`src/rtl/alu_ctrl_pkg.sv`:
```
// Shared constants and FSM state type for the pipelined ALU control decoder.
// Optional M-extension decode is enabled by defining ALUCTL_MEXT_EN.
package alu_ctrl_pkg;

    localparam logic [3:0] ALU_AND  = 4'b0000;
    localparam logic [3:0] ALU_OR   = 4'b0001;
    localparam logic [3:0] ALU_ADD  = 4'b0010;
    localparam logic [3:0] ALU_XOR  = 4'b0011;
    localparam logic [3:0] ALU_SLL  = 4'b0100;
    localparam logic [3:0] ALU_SRL  = 4'b0101;
    localparam logic [3:0] ALU_SUB  = 4'b0110;
    localparam logic [3:0] ALU_SLT  = 4'b0111;
    localparam logic [3:0] ALU_SLTU = 4'b1000;
    localparam logic [3:0] ALU_SRA  = 4'b1001;
    localparam logic [3:0] ALU_MUL  = 4'b1010;
    localparam logic [3:0] ALU_MULH = 4'b1011;
    localparam logic [3:0] ALU_DIV  = 4'b1100;
    localparam logic [3:0] ALU_DIVU = 4'b1101;
    localparam logic [3:0] ALU_REM  = 4'b1110;
    localparam logic [3:0] ALU_REMU = 4'b1111;

    localparam logic [1:0] ALUOP_MEM = 2'b00;
    localparam logic [1:0] ALUOP_BR  = 2'b01;
    localparam logic [1:0] ALUOP_R   = 2'b10;

    localparam logic [6:0] F7_BASE = 7'b0000000;
    localparam logic [6:0] F7_ALT  = 7'b0100000;
    localparam logic [6:0] F7_MEXT = 7'b0000001;

    typedef enum logic [1:0] {
        ST_IDLE = 2'd0,
        ST_WAIT = 2'd1,
        ST_OUT  = 2'd2
    } state_e;

endpackage

```
`src/rtl/alu_ctrl_decode.sv`:
```
// Combinational ALUOp/funct3/funct7 decode table; illegal encodings yield ADD.
// M-extension rows are present only when ALUCTL_MEXT_EN is defined.
module alu_ctrl_decode
    import alu_ctrl_pkg::*;
(
    input  logic [1:0] aluop_i,
    input  logic [2:0] funct3_i,
    input  logic [6:0] funct7_i,
    output logic [3:0] code_o,
    output logic       illegal_o,
    output logic       multicycle_o
);

    always_comb begin
        code_o       = ALU_ADD;
        illegal_o    = 1'b0;
        multicycle_o = 1'b0;
        case (aluop_i)
            ALUOP_MEM: code_o = ALU_ADD;
            ALUOP_BR: begin
                case (funct3_i)
                    3'b000, 3'b001: code_o = ALU_SUB;
                    3'b100, 3'b101: code_o = ALU_SLT;
                    3'b110, 3'b111: code_o = ALU_SLTU;
                    default:        illegal_o = 1'b1;
                endcase
            end
            ALUOP_R: begin
                if (funct7_i == F7_BASE) begin
                    case (funct3_i)
                        3'b000:  code_o = ALU_ADD;
                        3'b001:  code_o = ALU_SLL;
                        3'b010:  code_o = ALU_SLT;
                        3'b011:  code_o = ALU_SLTU;
                        3'b100:  code_o = ALU_XOR;
                        3'b101:  code_o = ALU_SRL;
                        3'b110:  code_o = ALU_OR;
                        default: code_o = ALU_AND;
                    endcase
                end else if (funct7_i == F7_ALT) begin
                    case (funct3_i)
                        3'b000:  code_o = ALU_SUB;
                        3'b101:  code_o = ALU_SRA;
                        default: illegal_o = 1'b1;
                    endcase
`ifdef ALUCTL_MEXT_EN
                end else if (funct7_i == F7_MEXT) begin
                    multicycle_o = 1'b1;
                    case (funct3_i)
                        3'b000:  code_o = ALU_MUL;
                        3'b100:  code_o = ALU_DIV;
                        3'b101:  code_o = ALU_DIVU;
                        3'b110:  code_o = ALU_REM;
                        3'b111:  code_o = ALU_REMU;
                        default: code_o = ALU_MULH;
                    endcase
`endif
                end else begin
                    illegal_o = 1'b1;
                end
            end
            default: illegal_o = 1'b1;
        endcase
    end

endmodule

```
`src/rtl/alu_control_pipe.sv`:
```
// Registered, valid/ready ALU control decoder with multi-cycle issue stall.
// Define ALUCTL_MEXT_EN to decode M ops and build the WAIT state/counter.
module alu_control_pipe
    import alu_ctrl_pkg::*;
#(
    parameter int CTRL_W  = 4,
    parameter int MUL_LAT = 3,
    parameter int DIV_LAT = 8
) (
    input  logic              clock,
    input  logic              reset,
    input  logic              flush,
    input  logic              in_valid,
    output logic              in_ready,
    input  logic [1:0]        aluop,
    input  logic [2:0]        funct3,
    input  logic [6:0]        funct7,
    output logic              out_valid,
    input  logic              out_ready,
    output logic [CTRL_W-1:0] out_alu_ctrl,
    output logic              out_illegal,
    output logic              out_multicycle,
    output logic              busy
);

    logic [3:0]        dec_code;
    logic              dec_ill;
    logic              dec_mc;
    logic              accept;
    logic              issue_mc;
    state_e            state_q, state_d;
    logic [CTRL_W-1:0] ctrl_q, ctrl_d;
    logic              ill_q, ill_d;

    alu_ctrl_decode u_decode (
        .aluop_i      (aluop),
        .funct3_i     (funct3),
        .funct7_i     (funct7),
        .code_o       (dec_code),
        .illegal_o    (dec_ill),
        .multicycle_o (dec_mc)
    );

    assign accept = in_valid && in_ready;

`ifdef ALUCTL_MEXT_EN
    localparam int LAT_MAX = (MUL_LAT > DIV_LAT) ? MUL_LAT : DIV_LAT;
    localparam int CNT_W   = $clog2(LAT_MAX + 1);

    logic [CNT_W-1:0] cnt_q, cnt_d, lat_m1;
    logic             mc_q, mc_d;

    assign issue_mc = dec_mc;

    always_comb begin
        lat_m1 = CNT_W'(DIV_LAT - 1);
        if (dec_code == ALU_MUL || dec_code == ALU_MULH) begin
            lat_m1 = CNT_W'(MUL_LAT - 1);
        end
    end

    // Countdown reloads on every acceptance; WAIT leaves when it reaches 1.
    always_comb begin
        cnt_d = cnt_q;
        if (flush) begin
            cnt_d = '0;
        end else if (accept) begin
            cnt_d = issue_mc ? lat_m1 : '0;
        end else if (state_q == ST_WAIT && cnt_q != '0) begin
            cnt_d = cnt_q - 1'b1;
        end
    end

    assign mc_d = accept ? dec_mc : mc_q;

    always_ff @(posedge clock) begin
        if (reset) begin
            cnt_q <= '0;
            mc_q  <= 1'b0;
        end else begin
            cnt_q <= cnt_d;
            mc_q  <= mc_d;
        end
    end

    assign out_multicycle = mc_q;
`else
    logic unused_cfg;

    assign issue_mc       = 1'b0;
    assign out_multicycle = 1'b0;
    assign unused_cfg     = ^{dec_mc, MUL_LAT, DIV_LAT};
`endif

    always_ff @(posedge clock) begin
        if (reset) begin
            state_q <= ST_IDLE;
        end else begin
            state_q <= state_d;
        end
    end

    always_comb begin
        state_d = state_q;
        case (state_q)
            ST_IDLE: begin
                if (accept) state_d = issue_mc ? ST_WAIT : ST_OUT;
            end
`ifdef ALUCTL_MEXT_EN
            ST_WAIT: begin
                if (cnt_q == CNT_W'(1)) state_d = ST_OUT;
            end
`endif
            ST_OUT: begin
                if (out_ready) begin
                    if (accept) state_d = issue_mc ? ST_WAIT : ST_OUT;
                    else        state_d = ST_IDLE;
                end
            end
            default: state_d = ST_IDLE;
        endcase
        if (flush) state_d = ST_IDLE;
    end

    always_comb begin
        in_ready  = 1'b0;
        out_valid = 1'b0;
        busy      = 1'b0;
        case (state_q)
            ST_IDLE: in_ready = !flush;
`ifdef ALUCTL_MEXT_EN
            ST_WAIT: busy = 1'b1;
`endif
            ST_OUT: begin
                out_valid = 1'b1;
                in_ready  = out_ready && !flush;
            end
            default: ;
        endcase
    end

    assign ctrl_d = accept ? CTRL_W'(dec_code) : ctrl_q;
    assign ill_d  = accept ? dec_ill : ill_q;

    always_ff @(posedge clock) begin
        if (reset) begin
            ctrl_q <= '0;
            ill_q  <= 1'b0;
        end else begin
            ctrl_q <= ctrl_d;
            ill_q  <= ill_d;
        end
    end

    assign out_alu_ctrl = ctrl_q;
    assign out_illegal  = ill_q;

endmodule

```
`config.mk`:
```
export PLATFORM = sky130hd
export DESIGN_NAME = alu_control_pipe
export DESIGN_NICKNAME = d
export VERILOG_FILES = /design/src/rtl/alu_ctrl_pkg.sv /design/src/rtl/alu_ctrl_decode.sv /design/src/rtl/alu_control_pipe.sv
export SDC_FILE = /design/constraint.sdc
export NUM_CORES = 1
export LEC_CHECK = 0
export BUFFER_PORTS_ARGS = -buffer_cell sky130_fd_sc_hd__buf_2
export CAP_MARGIN = 20
export CORE_MARGIN = 2
export CORE_UTILIZATION = 45
export CTS_BUF_LIST = sky130_fd_sc_hd__clkbuf_4 sky130_fd_sc_hd__clkbuf_8
export DETAILED_ROUTE_END_ITERATION = 8
export PLACE_DENSITY = 0.88
export SYNTH_ARGS = -nofsm -noshare
export SYNTH_HDL_FRONTEND = slang
export SYNTH_HIERARCHICAL = 1
export SYNTH_SLANG_ARGS = --single-unit
export TNS_END_PERCENT = 5
```
`constraint.sdc`:
```
create_clock -name clock -period 1.7 [get_ports clock]
set_clock_uncertainty 0.05 [all_clocks]
set_input_delay 0.34 -clock clock [delete_from_list [all_inputs] [get_ports clock]]
set_output_delay 0.34 -clock clock [all_outputs]
set_load 0.01 [all_outputs]
```
==> flow_metrics.py, run 1 <==
metrics = {
    "run_status": {
        "outcome": "completed",
    },
    "timing": {
        "grt_setup_unrepaired": "no",
        "period_needed_ns": 1.33,
        "tns_ns": 0,
        "fin_ws_ns": 0.375,
        "setup_viol": 0,
        "clock.fmax_ghz": 0.754,
        "whs_ns": 0.279,
        "drv_slew": 0,
        "hold_violations": 0,
        "finalCritPeriodShare_pct": 78.0,
    },
    "place": {
        "hpwl_um": 953,
        "numPortBuffers": 23,
        "gp_congestion": 0.716,
        "dp_cells": 103,
        "place_ws_ns": 0.185,
    },
    "route": {
        "drt_pass1_iterations": 4,
        "via_per_inst": 4.98,
        "post_drt_wl_per_cell_um": 11.0,
        "drc": 0,
        "wl_um": 1170,
        "ant_nets": 0,
        "vias": 528,
        "drt_iter0_markers": 15,
    },
    "floorplanning": {
        "start_util_pct": 50.2,
        "rows": 12,
        "core_area_um2": 1140,
        "dieArea_um2": 1570,
        "fp.dieH_um": 39.7,
        "ioPinCount": 26,
        "die-width_um": 39.7,
    },
    "layout": {
        "n_antenna_cell": 0,
        "fillers": 114,
        "instances_no_fill": 106,
        "drive_gt1_share_pct": 34.8,
        "layout.nets": 114,
        "area_delta_synth_final_pct": 20.5,
    },
    "global_route": {
        "antenna_found_initial": 0,
        "grt-ovfl-total": 0,
        "grt_pass1_wl_um": 1730,
        "grt_usage_pct": 16.5,
        "grt_max_degree": 13,
        "first_global_vias": 435,
    },
    "synth": {
        "synthesis.instances": 70,
        "netlist_area_um2": 573,
        "yosysWarnings": 6,
        "synth_area_per_cell_um2": 8.19,
    },
    "setup_path": {
        "slowest_delay_ns": 0.33,
        "worst-endpoint-arrival_ns": 0.94,
        "path_depth": 3,
        "r2r_slack_ns": 0.56,
        "r2r_cells": 3,
        "cpLargestDelayFamily": "flip-flops",
        "cp-start-kind": "flip-flop",
        "critPathRequiredTime_ns": 1.31,
        "cp.buffers_inverters": 1,
        "critical_path_class": "reg -> out",
        "crit_path_max_fanout": 3,
        "cp_cell_sequence": "nor2b_4 > nor2_1 > buf_2",
        "cp_slowest_cell": "dfxtp_1",
        "critPathCaptureType": "primary output",
    },
    "clock_tree": {
        "cts_resized": 0,
        "cts_max_level": 1,
        "post-cts-setup-buffers": 0,
        "cts_buffers": 3,
        "clock-root-buffer": "clkbuf_4",
        "ctsHoldBuffers": 0,
        "clk_pin_slew_worst_paths_ns": 0.04,
        "tritoncts": "built",
        "clk_latency_ns": 0.24,
        "cts_sinks": 6,
        "ctsLongestPathBuffers": 2,
    },
    "pwr": {
        "ir_drop_v": 0.000192,
        "leakage_nw": 0.324,
        "p_per_area_nw_per_um2": 555,
    },
    "hold_path": {
        "hp-class": "in -> reg",
        "whs_path_depth": 2,
    },
    "job": {
        "maxCapViolCount": 0,
    },
}
==> layout make-up <==
| class | instances | area, µm² | area share (%) |
|---|---|---|---|
| multi-input cells | 57 | 404 | 58.5 |
| repair buffers | 23 | 115 | 16.7 |
| clock buffers | 3 | 22.5 | 3.26 |
| flip-flops and latches | 6 | 120 | 17.4 |
| well taps | 14 | 17.5 | 2.54 |
| inverters | 3 | 11.3 | 1.63 |
==> layout by cell type (no fill, tap or decap), drive strengths merged, types with 2 or more instances in the layout <==
cell type / n
a21oi: 4
inv: 3
nor2: 6
nor2b: 4
nand2: 3
buf: 23
ha: 3
nand2b: 12
dfxtp: 6
clkbuf: 3
mux2i: 5
nand3: 5
conb: 2
==> sequential cells by signal (all words and copies together), names as in the netlist <==
name          count
out_alu_ctrl      4
state_q           1
out_illegal       1
==> report_power, final <==
group	switching [mW]	internal [mW]	total, mW
Clock	0.0491	0.0797	0.129
Combinational	0.0567	0.0497	0.106
Sequential	0.00208	0.146	0.148
==> routing by layer <==
| metal | global-route usage (%) | vias up | part of all wire [%] |
|---|---|---|---|
| li1 | - | 277 | - |
| met1 | 20.3 | 235 | 44 |
| met2 | 27.9 | 16 | 50 |
| met3 | 1.70 | 0 | 5.8 |
| met4 | 7.76 | 0 | 0 |
| met5 | 0 | - | 0 |
==> final timing paths <==
path,endpoint,startpoint
setup / recovery,in_ready,state_q[1]
hold / removal,state_q[1],flush
setup reg to reg,out_alu_ctrl[0],state_q[1]
hold reg to reg,out_illegal,out_illegal
==> metrics by stage <==
stage / instance area (µm²) / utilization, % / power (mW)
5_1_grt: 691 / 60.5 / 0.414
3_3_place_gp: 668 / 58.6 / 0.253
3_5_place_dp: 668 / 58.6 / 0.257
6_report: 691 / 60.5 / 0.384
2_1_floorplan: 577 / - / 0.224
4_1_cts: 691 / 60.5 / 0.386
(Power assumes the default switching activity.)
==> run 2: changes to the inputs <==
--- a/config.mk
+++ b/config.mk
@@ -5,13 +5,14 @@
 export SDC_FILE = /design/constraint.sdc
 export NUM_CORES = 1
 export LEC_CHECK = 0
+export ABC_AREA = 1
 export BUFFER_PORTS_ARGS = -buffer_cell sky130_fd_sc_hd__buf_2
 export CAP_MARGIN = 20
 export CORE_MARGIN = 2
 export CORE_UTILIZATION = 45
 export CTS_BUF_LIST = sky130_fd_sc_hd__clkbuf_4 sky130_fd_sc_hd__clkbuf_8
 export DETAILED_ROUTE_END_ITERATION = 8
-export PLACE_DENSITY = 0.88
+export PLACE_DENSITY = 0.86
 export SYNTH_ARGS = -nofsm -noshare
 export SYNTH_HDL_FRONTEND = slang
 export SYNTH_HIERARCHICAL = 1
==> constraint.sdc (replaced) <==
create_clock -name clock -period 1.3 [get_ports clock]
set_clock_uncertainty 0.05 [all_clocks]
set_input_delay 0.26 -clock clock [delete_from_list [all_inputs] [get_ports clock]]
set_output_delay 0.26 -clock clock [all_outputs]
set_load 0.01 [all_outputs]
==> flow_metrics.py, run 2 <==
metrics = {
    "place": {
        "place_ws_ns": -0.136,
        "numPortBuffers": 23,
        "hpwl_um": 1130,
        "gp_congestion": 0.873,
    },
    "route": {
        "vias": 721,
        "via_per_inst": 4.68,
        "drc": 0,
        "ant_nets": 0,
        "drt_pass1_iterations": 4,
        "post_drt_wl_per_cell_um": 8.87,
        "wl_um": 1370,
        "drt_iter0_markers": 20,
    },
    "global_route": {
        "met1_usage_pct": 17.3,
        "groute.layer.met2.usage_pct": 29.7,
        "grt-ovfl-total": 0,
        "antenna_found_initial": 0,
        "first_global_vias": 636,
        "grt_max_degree": 8,
        "grt_usage_pct": 16.0,
        "grt-busiest-layer": "met2",
        "grt_pass1_wl_um": 2220,
        "use_met3_pct": 5.22,
    },
    "setup_path": {
        "r2r_slack_ns": 0.37,
        "r2r-start": "state_q[1]",
        "critical_path_class": "reg -> out",
        "crit_path_max_fanout": 3,
        "slowest_delay_ns": 0.32,
        "reg2reg_to": "out_alu_ctrl[3]",
        "cp-start-kind": "flip-flop",
        "cp_slowest_cell": "dfxtp_1",
        "critPathRequiredTime_ns": 0.99,
        "critPathCaptureType": "primary output",
        "cp_cell_sequence": "a21oi_1 > buf_2",
        "r2r_cells": 5,
        "worst-endpoint-arrival_ns": 0.87,
    },
    "pwr": {
        "leakage_nw": 0.507,
        "ir_drop_v": 0.000455,
        "p_total_mw": 0.554,
        "p_per_area_nw_per_um2": 671,
    },
    "layout": {
        "mostFrequentLayoutCells": "27 x inv_1, 26 x nand2_1, 23 x buf_2",
        "area_delta_synth_final_pct": 28.2,
        "mostFrequentLayoutCell": "inv_1",
        "n_antenna_cell": 0,
        "layout.nets": 161,
        "largest_reg_flops": 4,
        "drive_gt1_share_pct": 33.8,
    },
    "clock_tree": {
        "clk_pin_slew_worst_paths_ns": 0.05,
        "tritoncts": "built",
        "cts_buffers": 3,
        "ctsLongestPathBuffers": 2,
        "cts_max_level": 1,
        "cts_sinks": 6,
        "clock-root-buffer": "clkbuf_4",
        "clk_latency_ns": 0.25,
    },
    "hold_path": {
        "min_from": "reset",
        "whs_path_depth": 4,
        "hp-class": "in -> reg",
        "holdPathEnd": "out_alu_ctrl[3]",
    },
    "timing": {
        "fin_ws_ns": 0.121,
        "grt_setup_unrepaired": "no",
        "clock.fmax_ghz": 0.848,
        "drv_slew": 0,
        "period_needed_ns": 1.18,
        "finalCritPeriodShare_pct": 90.7,
        "hold_violations": 0,
        "setup_viol": 0,
    },
    "floorplanning": {
        "dieArea_um2": 1750,
        "fp.dieH_um": 41.8,
        "rows": 13,
        "start_util_pct": 48.9,
        "core_area_um2": 1320,
        "die-width_um": 41.8,
        "ioPinCount": 26,
    },
    "run_status": {
        "outcome": "completed",
    },
    "synth": {
        "yosysWarnings": 6,
        "netlist_area_um2": 644,
        "synth_area_per_cell_um2": 5.81,
        "synthesis.instances": 111,
    },
    "job": {
        "maxCapViolCount": 0,
    },
}
run 2: changes by cell type in the layout (fill, tap and decap cells not counted), moves of 2 or more:
cell      before  now
inv_1          3   27
nand2_1        3   26
nand2b_1      12    0
mux2i_1        5    0
nand3_1        4    9
nand4_1        0    5
buf_4          0    4
nand2_2        0    3
nor2_2         0    3
nor2b_1        3    0
a21oi_1        3    5
inv_2          0    2
nor2_1         6    8
run 2: through the flow:
stage                     util [%]  cell area (µm²)  instances  hold WS, ns  setup TNS, ns
after global placement        59.6              786        151        0.445         -0.351
after global routing          62.7              826        154        0.289              0
after detailed placement      59.6              786        151        0.451         -0.587
after floorplan                  -              648        112        0.380              0
final                         62.7              826        154        0.271              0
after CTS                     61.3              808        154        0.266              0
run 2: timing repair:
item | CTS | global route
gates resized for setup | 0 | 6
endpoints found under the setup margin | 0 | 4
hold buffers | 0 | 0
buffers inserted | 0 | 0
run 2: critical path: cells and delay by family, from the launching register on:
kind                   cells  cell delay (ns)
AOI/OAI and AO/OA          1             0.16
DFF                        1             0.32
buffers and inverters      1             0.15
run 2: worst max path at each step:
stage               start              end  slack, ns  cells past startpoint
5_1_grt         funct7[6]  out_alu_ctrl[2]     0.0003                     14
4_1_cts        state_q[1]         in_ready       0.11                      2
6_report       state_q[1]         in_ready       0.12                      2
3_3_place_gp    funct7[3]  out_alu_ctrl[3]      -0.09                     12
3_5_place_dp    funct7[3]  out_alu_ctrl[0]      -0.14                     12
2_1_floorplan    aluop[1]      out_illegal       0.06                      8
run 2: final cells by class:
class | instances | area, µm²
inverter | 30 | 114
fill | 140 | 492
clock buffer | 3 | 22.5
sequential | 6 | 120
timing repair buffer | 27 | 145
tap | 15 | 18.8
multi-input combinational | 73 | 405
run 2: metal layers:
metal  wire length, µm  part of all wire, %
met5                 0                    0
met4                 0                    0
met3                83                  6.1
met2               714                   52
met1               568                   42
run 2: power by group:
part	total [mW]	internal [mW]	switching (mW)
Sequential	0.201	0.196	0.00484
Combinational	0.180	0.0759	0.104
Clock	0.173	0.105	0.0689
==> run 3: changes to the inputs <==
==> constraint.sdc (replaced) <==
create_clock -name clock -period 1.1 [get_ports clock]
set_clock_uncertainty 0.05 [all_clocks]
set_input_delay 0.22 -clock clock [delete_from_list [all_inputs] [get_ports clock]]
set_output_delay 0.22 -clock clock [all_outputs]
set_load 0.01 [all_outputs]
==> flow_metrics.py, run 3 (synthesis results as in run 2) <==
metrics = {
    "floorplanning": {
        "rows": 13,
        "core_area_um2": 1320,
        "fp.dieH_um": 41.8,
        "die-width_um": 41.8,
        "dieArea_um2": 1750,
        "ioPinCount": 26,
        "start_util_pct": 48.9,
    },
    "setup_path": {
        "critPathRequiredTime_ns": 1.23,
        "cp-start-kind": "input port",
        "worst-endpoint-arrival_ns": 1.26,
        "critPathCaptureType": "flip-flop",
        "critical_path_class": "in -> reg",
        "crit_path_max_fanout": 6,
    },
    "place": {
        "placed_cell_area_um2": 811,
        "hpwl_um": 1150,
        "place_ws_ns": -0.318,
        "gp_congestion": 0.903,
        "numPortBuffers": 23,
    },
    "timing": {
        "grt_setup_unrepaired": "yes",
        "fin_ws_ns": -0.0283,
        "hold_violations": 0,
        "setup_viol": 3,
        "period_needed_ns": 1.13,
        "clock.fmax_ghz": 0.886,
        "finalCritPeriodShare_pct": 103,
        "drv_slew": 0,
    },
    "pwr": {
        "ir_drop_v": 0.000477,
        "p_per_area_nw_per_um2": 762,
        "leakage_nw": 0.532,
        "p_total_mw": 0.684,
    },
    "route": {
        "ant_nets": 0,
        "drt_iter0_markers": 34,
        "drc": 1,
        "via_per_inst": 4.86,
        "post_drt_wl_per_cell_um": 10.3,
        "drt_pass1_iterations": 6,
        "vias": 754,
        "wl_um": 1590,
    },
    "clock_tree": {
        "clock-root-buffer": "clkbuf_4",
        "tritoncts": "built",
        "cts_max_level": 1,
        "clk_latency_ns": 0.24,
        "cts_sinks": 6,
        "cts_buffers": 3,
        "ctsLongestPathBuffers": 2,
        "clk_pin_slew_worst_paths_ns": 0.05,
    },
    "run_status": {
        "failed_checks": "design-rule violations, negative setup slack",
        "outcome": "finished, violations left",
    },
    "job": {
        "maxCapViolCount": 0,
    },
    "global_route": {
        "grt_pass1_wl_um": 2440,
        "first_global_vias": 625,
        "grt_usage_pct": 17.5,
        "antenna_found_initial": 0,
        "grt_max_degree": 8,
        "grt-ovfl-total": 0,
    },
    "layout": {
        "largest_reg_flops": 4,
        "finish.utilization_pct": 68.2,
        "area_delta_synth_final_pct": 39.4,
        "mostFrequentLayoutCells": "25 x inv_1, 24 x nand2_1, 19 x buf_2",
        "drive_gt1_share_pct": 39.3,
        "n_antenna_cell": 0,
        "design_area_um2": 898,
        "mostFrequentLayoutCell": "inv_1",
        "layout.nets": 162,
    },
    "hold_path": {
        "hp-class": "in -> reg",
    },
}
## run 3: cell count changes in the layout (fill, tap and decap cells not counted), moves of 2 or more
cell,change
nor2_1,-2
inv_1,-2
buf_2,-4
inv_2,+2
nor2_4,+3
buf_6,+4
nand2_1,-2
## run 3: timing repair
item                       CTS  global route
resized for setup           10             8
hold buffers                 0             0
setup endpoints to repair    5             6
pin swaps                    4             5
setup buffers                0             0
## run 3: final cells by class
type	instances	area, µm²
fill	116	419
sequential	6	121
clock buffer	3	22.5
tap	15	18.8
multi-input combinational	73	444
inverter	30	114
timing repair buffer	28	178
## run 3: critical path, cell delays in order
cell	delay [ns]
buf_6	0.09
nor2_4	0.13
nand2_4	0.08
nor2_8	0.14
inv_2	0.05
nand2_2	0.07
nand2_1	0.08
a21oi_2	0.12
inv_1	0.04
nand4_1	0.07
nand2_1	0.05
nor2_1	0.09
## run 3: layer usage
| metal | track usage, % | routed length, µm | up-vias |
|---|---|---|---|
| li1 | - | - | 389 |
| met1 | 19.6 | 594 | 317 |
| met2 | 31.6 | 826 | 44 |
| met3 | 6.09 | 150 | 4 |
| met4 | 3.87 | 18 | 0 |
| met5 | 0 | 0 | - |
## run 3: report_power, final
group          switching [mW]  internal, mW
combinational           0.135         0.104
sequential            0.00613         0.232
clock                  0.0828         0.124
## run 3: worst paths after layout
| check | from | endpoint | slack (ns) | cells after the start |
|---|---|---|---|---|
| max | funct7[6] | out_alu_ctrl[3] | -0.03 | 12 |
| min | flush | state_q[1] | 0.22 | 4 |
| max reg2reg | state_q[1] | out_illegal | 0.14 | 5 |
| min reg2reg | out_alu_ctrl[2] | out_alu_ctrl[2] | 0.45 | 4 |
## run 3: through the flow
step                      setup TNS, ns  instances  hold WS [ns]
after floorplan                  -0.245        112         0.340
after global placement            -1.19        152         0.444
after detailed placement          -1.38        152         0.449
after CTS                       -0.0395        155         0.207
after global routing             -0.509        155         0.224
final                           -0.0640        155         0.220
